`config.mk`:
```
export PLATFORM = sky130hd
export DESIGN_NAME = btn_event_conditioner
export DESIGN_NICKNAME = d
export VERILOG_FILES = /design/src/rtl/btn_event_conditioner_pkg.sv /design/src/rtl/btn_channel.sv /design/src/rtl/btn_event_conditioner.sv
export SDC_FILE = /design/constraint.sdc
export NUM_CORES = 1
export LEC_CHECK = 0
export ABC_AREA = 1
export BUFFER_PORTS_ARGS = -buffer_cell sky130_fd_sc_hd__buf_2
export CORE_ASPECT_RATIO = 0.75
export CORE_MARGIN = 5
export CORE_UTILIZATION = 35
export DETAILED_ROUTE_END_ITERATION = 6
export PLACE_DENSITY = 0.48
export RECOVER_POWER = 100
export SLEW_MARGIN = 20
export SYNTH_ARGS = -nofsm -noshare
export SYNTH_HDL_FRONTEND = slang
export SYNTH_HIERARCHICAL = 1
export SYNTH_SLANG_ARGS = --single-unit
```
`constraint.sdc`:
```
create_clock -name clk_khz_1 -period 5.9 [get_ports clk_khz_1]
set_clock_uncertainty 0.1 [all_clocks]
set_input_delay 1.18 -clock clk_khz_1 [delete_from_list [all_inputs] [get_ports clk_khz_1]]
set_output_delay 1.18 -clock clk_khz_1 [all_outputs]
set_load 0.02 [all_outputs]
```
`src/rtl/btn_event_conditioner_pkg.sv`:
```
// Shared state encoding, button indices and sizing helper for the button event conditioner.
// No logic here; latency and backpressure are defined by the modules that import it.
package btn_event_conditioner_pkg;

  typedef enum logic [2:0] {
    IDLE     = 3'd0,
    PRESS_DB = 3'd1,
    PRESSED  = 3'd2,
    REPEAT   = 3'd3,
    REL_DB   = 3'd4
  } btn_state_t;

  localparam int BTN_U = 0;
  localparam int BTN_C = 1;
  localparam int BTN_D = 2;

  function automatic int max_ms(input int a, input int b, input int c, input int d);
    int m;
    m = a;
    if (b > m) m = b;
    if (c > m) m = c;
    if (d > m) m = d;
    return m;
  endfunction

endpackage

```
`src/rtl/btn_channel.sv`:
```
// One button: 2-FF synchroniser, debounce/repeat FSM with a saturating counter, registered outputs.
// Latency raw->pulse 2+DEB_MS ticks; no backpressure, a press held off by lockout waits in PRESS_DB.
module btn_channel
  import btn_event_conditioner_pkg::*;
#(
  parameter int DEB_MS        = 20,
  parameter int REPEAT_DLY_MS = 500,
  parameter int REPEAT_MS     = 100,
  parameter int CNT_W         = 10
) (
  input  logic clk_khz_1,
  input  logic reset_task,
  input  logic btn_raw,
  input  logic repeat_en,
  input  logic lockout_active,
  output logic press_fire,
  output logic btn_pulse,
  output logic btn_level,
  output logic btn_rpt
);

  localparam logic [CNT_W-1:0] CNT_MAX = '1;
  localparam logic [CNT_W-1:0] DEB_N   = CNT_W'(DEB_MS);
  localparam logic [CNT_W-1:0] DLY_N   = CNT_W'(REPEAT_DLY_MS - 1);
  localparam logic [CNT_W-1:0] RPT_N   = CNT_W'(REPEAT_MS - 1);
  localparam logic [CNT_W-1:0] CNT_ONE = CNT_W'(1);

  logic             sync_a, sync_b;
  btn_state_t       state, state_nxt, ret_state, ret_nxt;
  logic [CNT_W-1:0] cnt, cnt_nxt;
  logic             pulse_nxt;

  function automatic logic [CNT_W-1:0] sat_inc(input logic [CNT_W-1:0] v);
    return (v == CNT_MAX) ? v : v + 1'b1;
  endfunction

  always_ff @(posedge clk_khz_1 or posedge reset_task) begin
    if (reset_task) begin
      sync_a    <= 1'b0;
      sync_b    <= 1'b0;
      state     <= IDLE;
      ret_state <= IDLE;
      cnt       <= '0;
      btn_pulse <= 1'b0;
      btn_level <= 1'b0;
      btn_rpt   <= 1'b0;
    end else begin
      sync_a    <= btn_raw;
      sync_b    <= sync_a;
      state     <= state_nxt;
      ret_state <= ret_nxt;
      cnt       <= cnt_nxt;
      btn_pulse <= pulse_nxt;
      btn_level <= (state_nxt inside {PRESSED, REPEAT, REL_DB});
      btn_rpt   <= (state_nxt == REPEAT);
    end
  end

  always_comb begin
    state_nxt  = state;
    ret_nxt    = ret_state;
    cnt_nxt    = cnt;
    pulse_nxt  = 1'b0;
    press_fire = 1'b0;
    case (state)
      IDLE: begin
        if (sync_b) begin
          state_nxt = PRESS_DB;
          cnt_nxt   = CNT_ONE;
        end
      end
      PRESS_DB: begin
        if (!sync_b) begin
          state_nxt = IDLE;
          cnt_nxt   = '0;
        end else if (cnt == DEB_N) begin
          // Debounced but locked out: hold here and fire on the first clear cycle.
          if (!lockout_active) begin
            state_nxt  = PRESSED;
            cnt_nxt    = '0;
            pulse_nxt  = 1'b1;
            press_fire = 1'b1;
          end
        end else begin
          cnt_nxt = sat_inc(cnt);
        end
      end
      PRESSED: begin
        if (!sync_b) begin
          state_nxt = REL_DB;
          ret_nxt   = PRESSED;
          cnt_nxt   = CNT_ONE;
        end else if (cnt == DLY_N && repeat_en) begin
          state_nxt = REPEAT;
          cnt_nxt   = '0;
          pulse_nxt = 1'b1;
        end else begin
          cnt_nxt = sat_inc(cnt);
        end
      end
      REPEAT: begin
        if (!sync_b) begin
          state_nxt = REL_DB;
          ret_nxt   = REPEAT;
          cnt_nxt   = CNT_ONE;
        end else if (!repeat_en) begin
          // Parked at saturation so the repeat delay can never match again.
          state_nxt = PRESSED;
          cnt_nxt   = CNT_MAX;
        end else if (cnt == RPT_N) begin
          cnt_nxt   = '0;
          pulse_nxt = 1'b1;
        end else begin
          cnt_nxt = sat_inc(cnt);
        end
      end
      REL_DB: begin
        if (sync_b) begin
          state_nxt = ret_state;
          cnt_nxt   = '0;
        end else if (cnt == DEB_N) begin
          state_nxt = IDLE;
          cnt_nxt   = '0;
        end else begin
          cnt_nxt = sat_inc(cnt);
        end
      end
      default: begin
        state_nxt = IDLE;
        cnt_nxt   = '0;
      end
    endcase
  end

endmodule

```
`src/rtl/btn_event_conditioner.sv`:
```
// Button event conditioner: N_BTN debounced channels sharing one press lockout counter.
// Latency raw->pulse 2+DEB_MS ticks (longer under lockout); no backpressure, pulses are fire-and-forget.
module btn_event_conditioner
  import btn_event_conditioner_pkg::*;
#(
  parameter int N_BTN         = 3,
  parameter int DEB_MS        = 20,
  parameter int LOCKOUT_MS    = 200,
  parameter int REPEAT_DLY_MS = 500,
  parameter int REPEAT_MS     = 100
) (
  input  logic             clk_khz_1,
  input  logic             reset_task,
  input  logic [N_BTN-1:0] btn_raw,
  input  logic [N_BTN-1:0] repeat_en,
  output logic [N_BTN-1:0] btn_pulse,
  output logic [N_BTN-1:0] btn_level,
  output logic [N_BTN-1:0] btn_rpt
);

  localparam int CNT_W  = $clog2(max_ms(DEB_MS, LOCKOUT_MS, REPEAT_DLY_MS, REPEAT_MS)) + 1;
  localparam int LOCK_W = $clog2(LOCKOUT_MS) + 1;
  localparam logic [LOCK_W-1:0] LOCK_LOAD = LOCK_W'(LOCKOUT_MS - 1);

  logic [LOCK_W-1:0] lock_cnt;
  logic [N_BTN-1:0]  press_fire;
  logic              lockout_active;

  assign lockout_active = (lock_cnt != '0);

  // Simultaneous qualifying presses all fire; the lockout is loaded once for the group.
  always_ff @(posedge clk_khz_1 or posedge reset_task) begin
    if (reset_task) begin
      lock_cnt <= '0;
    end else if (|press_fire) begin
      lock_cnt <= LOCK_LOAD;
    end else if (lockout_active) begin
      lock_cnt <= lock_cnt - 1'b1;
    end
  end

  for (genvar i = 0; i < N_BTN; i++) begin : g_ch
    btn_channel #(
      .DEB_MS       (DEB_MS),
      .REPEAT_DLY_MS(REPEAT_DLY_MS),
      .REPEAT_MS    (REPEAT_MS),
      .CNT_W        (CNT_W)
    ) u_ch (
      .clk_khz_1     (clk_khz_1),
      .reset_task    (reset_task),
      .btn_raw       (btn_raw[i]),
      .repeat_en     (repeat_en[i]),
      .lockout_active(lockout_active),
      .press_fire    (press_fire[i]),
      .btn_pulse     (btn_pulse[i]),
      .btn_level     (btn_level[i]),
      .btn_rpt       (btn_rpt[i])
    );
  end

endmodule

```
==> metrics <==
H-tree levels=3; most common flop cell mapped by yosys=dfrtp_1; RSZ-0062 raised after global routing=false; CTS Root Cell=clkbuf_16; core area=0.0124 mm^2; Fin. Hold Viols=0; area leader, netlist=dfrtp_1; Adder-Cell Fraction of Synth Area=1.94%; metal2 WL=4400 um; Setup violations, final=0; Via Count=3,981; HPWL Detailed=7610 um; Post-CTS Setup Inserts=0; relative slew slack=8.26%; Hold Path Stages=0; Synth Area in XOR/XNOR=2.52%; worst slew pin tran=1360 ps; chip width=141 um; total clock sinks=69; Mapped Area=0.00451 mm^2; post_cts resized=0; CP cell instances=inv_1 -> ha_1 -> nand2_2 -> nor2_1 -> nand3_1 -> inv_1 -> nand3_1 -> inv_1 -> nor3_1 -> inv_1 -> nor2_1 -> nand2_1 -> nand2_1; PD cells=234 mW/mm^2; Starting Density=36.3%; CTS buffer count=9; layout cells sized above 1=8.52%; CP Launch Type=register; sw frac=29.0%; critical path's slowest cell=nand3_1; dpl cells=819; worst reg2reg path depth=13; Antenna Nets Post-Route=0; grt ovf=0; max-slew violation count=0; input/output buffers=16; post-synthesis cell count=646; critical path's largest stage delay=480 ps; Max Clk Rate=0.336 GHz; clock network power share=43.6%; IO Pins=17; Ys Warns=6; syn avg cell area=6.98 um^2; count leader, synth=nand2_1; Total Wirelength=10,400 um; number of synthesized flops with an enable pin=0; Final period util=50.4%; Fin Setup TNS=0 ps; Post-DP Area=0.00471 mm^2; DIE HEIGHT=108 um; worst setup path category=register to register; Compound-Gate Fraction of Synth Area=6.80%; top cells by area, synth=dfrtp_1 38%, nand2_1 18%, inv_1 7.7%; largest net degree at the start of global routing=21; Post-Syn Nets=661; Final min period=2970 ps; vias in the first global route=3,725; crit path buf inv count=4; outcome=finished, final reports clean; synth cell count leaders=211 x nand2_1, 93 x inv_1, 69 x dfrtp_1; Comb power frac=12.4%; Max Buffers Root-to-Sink=2; CP Max Fanout=17; critical path depth in cells=13; Flop pwr share=44.0%; largest family of logic cells by synthesized area=simple AND/OR/NAND/NOR gates; Yosys top cell area share=38.3%; Ant. Diodes=0; Most common cell on crit path=inv_1; post-synthesis register bit count=69; via-per-instance ratio=4.77; Crit. End Element=register; clk slew on worst S/H paths=60 ps; Psw=0.000334 W; Final Instance Area=0.00493 mm^2; row cnt=35; Area Growth Syn to Fin=9.32%; Hold Path Class=register to register; Seq/Total Area, Yosys=38.3%; worst IR drop on VDD=0.154 mV; initial antenna violation count=0; highest routed layer=met4; internal power=0.000821 W; Worst EP required=6070 ps; Placer Congestion=0.816; DR WL met3=384 um; first-pass GRT wire length=18,300 um; post-synthesis mux area share=0%; 1st-pass router iterations=5; final core utilization=39.6%; # DRC=0; Largest delay share family, worst path=simple AND/OR/NAND/NOR gates; number of hold buffers added after CTS=0; Max Cap Viol=0; Post-Layout Cell Count=835; Leak Pwr=2.62 nW; First DRT Iteration DRCs=206; per-cell routed wire length=12.5 um; overall routing resource usage=14.6%; synth unique cells=37; Async SR Flop Fraction=100%; final net count=679; Met1 Wirelength=5570 um; worst skew pair latency=330 ps; FILL cells=1,320; die area=0.0153 mm^2; TritonCTS clock tree=built; Synth Area in Simple Gates=40.1%; Worst EP arrival=3140 ps
==> metrics by stage <==
stage | hold WS [ps] | total power, W | worst slack [ps]
floorplan | 231 | 0.000631 | 3880
global placement | 236 | 0.000667 | 3550
detailed placement | 238 | 0.000668 | 3550
CTS | 252 | 0.00118 | 3550
global route | 263 | 0.00122 | 2510
finish | 249 | 0.00116 | 2930
==> power groups by stage <==
stage                     logic (W)  registers, W  clock network (W)
after floorplan            0.000120      0.000511                  0
after global placement     0.000150      0.000518                  0
after detailed placement   0.000150      0.000517                  0
after CTS                  0.000151      0.000509           0.000523
after global routing       0.000168      0.000512           0.000542
final                      0.000143      0.000509           0.000503
==> worst paths after layout <==
kind	endpoint	startpoint	slack, ps
max	lock_cnt[1]	lock_cnt[0]	2930
min	g_ch[0].u_ch/sync_b	g_ch[0].u_ch/sync_a	250
max reg2reg	lock_cnt[1]	lock_cnt[0]	2930
min reg2reg	g_ch[0].u_ch/sync_b	g_ch[0].u_ch/sync_a	250
max in group asynchronous	g_ch[1].u_ch/state[1]	reset_task	4210
min in group asynchronous	lock_cnt[3]	reset_task	760
==> registers in the layout, summed over array words and instances, names as in the netlist <==
register,cells
g_ch.u_ch/cnt,30
g_ch.u_ch/state,9
lock_cnt,9
g_ch.u_ch/ret_state,6
g_ch.u_ch/btn_level,3
g_ch.u_ch/btn_pulse,3
g_ch.u_ch/btn_rpt,3
g_ch.u_ch/sync_a,3
g_ch.u_ch/sync_b,3
==> cells by family (layout without fill, tap and decap cells) <==
logic type,after synthesis,in the layout
xor+xnor,13,13
flops,69,69
compound gates,52,52
fa+ha+maj,7,7
simple gates,394,394
buf+inv,111,134
==> layout by cell type (no fill, tap or decap), types with 9 or more instances in the layout <==
cell / count
nand2_1: 212
inv_1: 95
nand3_1: 70
dfrtp_1: 69
nor2_1: 59
o21ai_0: 22
nand4_1: 13
clkbuf_1: 12
a21oi_1: 11
xor2_1: 11
clkbuf_16: 9
==> final cells by class <==
class	count	area [um^2]	share of cell area, %
inverters	102	384	7.79
clock inverters	7	52.6	1.07
multi-input cells	466	2270	46.0
well taps	166	208	4.21
repair buffers	16	65.1	1.32
flip-flops and latches	69	1730	35.0
clock buffers	9	225	4.57
==> metal layers <==
layer	track usage (%)	vias up
li1	-	2060
met1	21.6	1834
met2	21.8	80
met3	3.32	7
met4	3.32	0
met5	0	-
(Power assumes the default switching activity.)
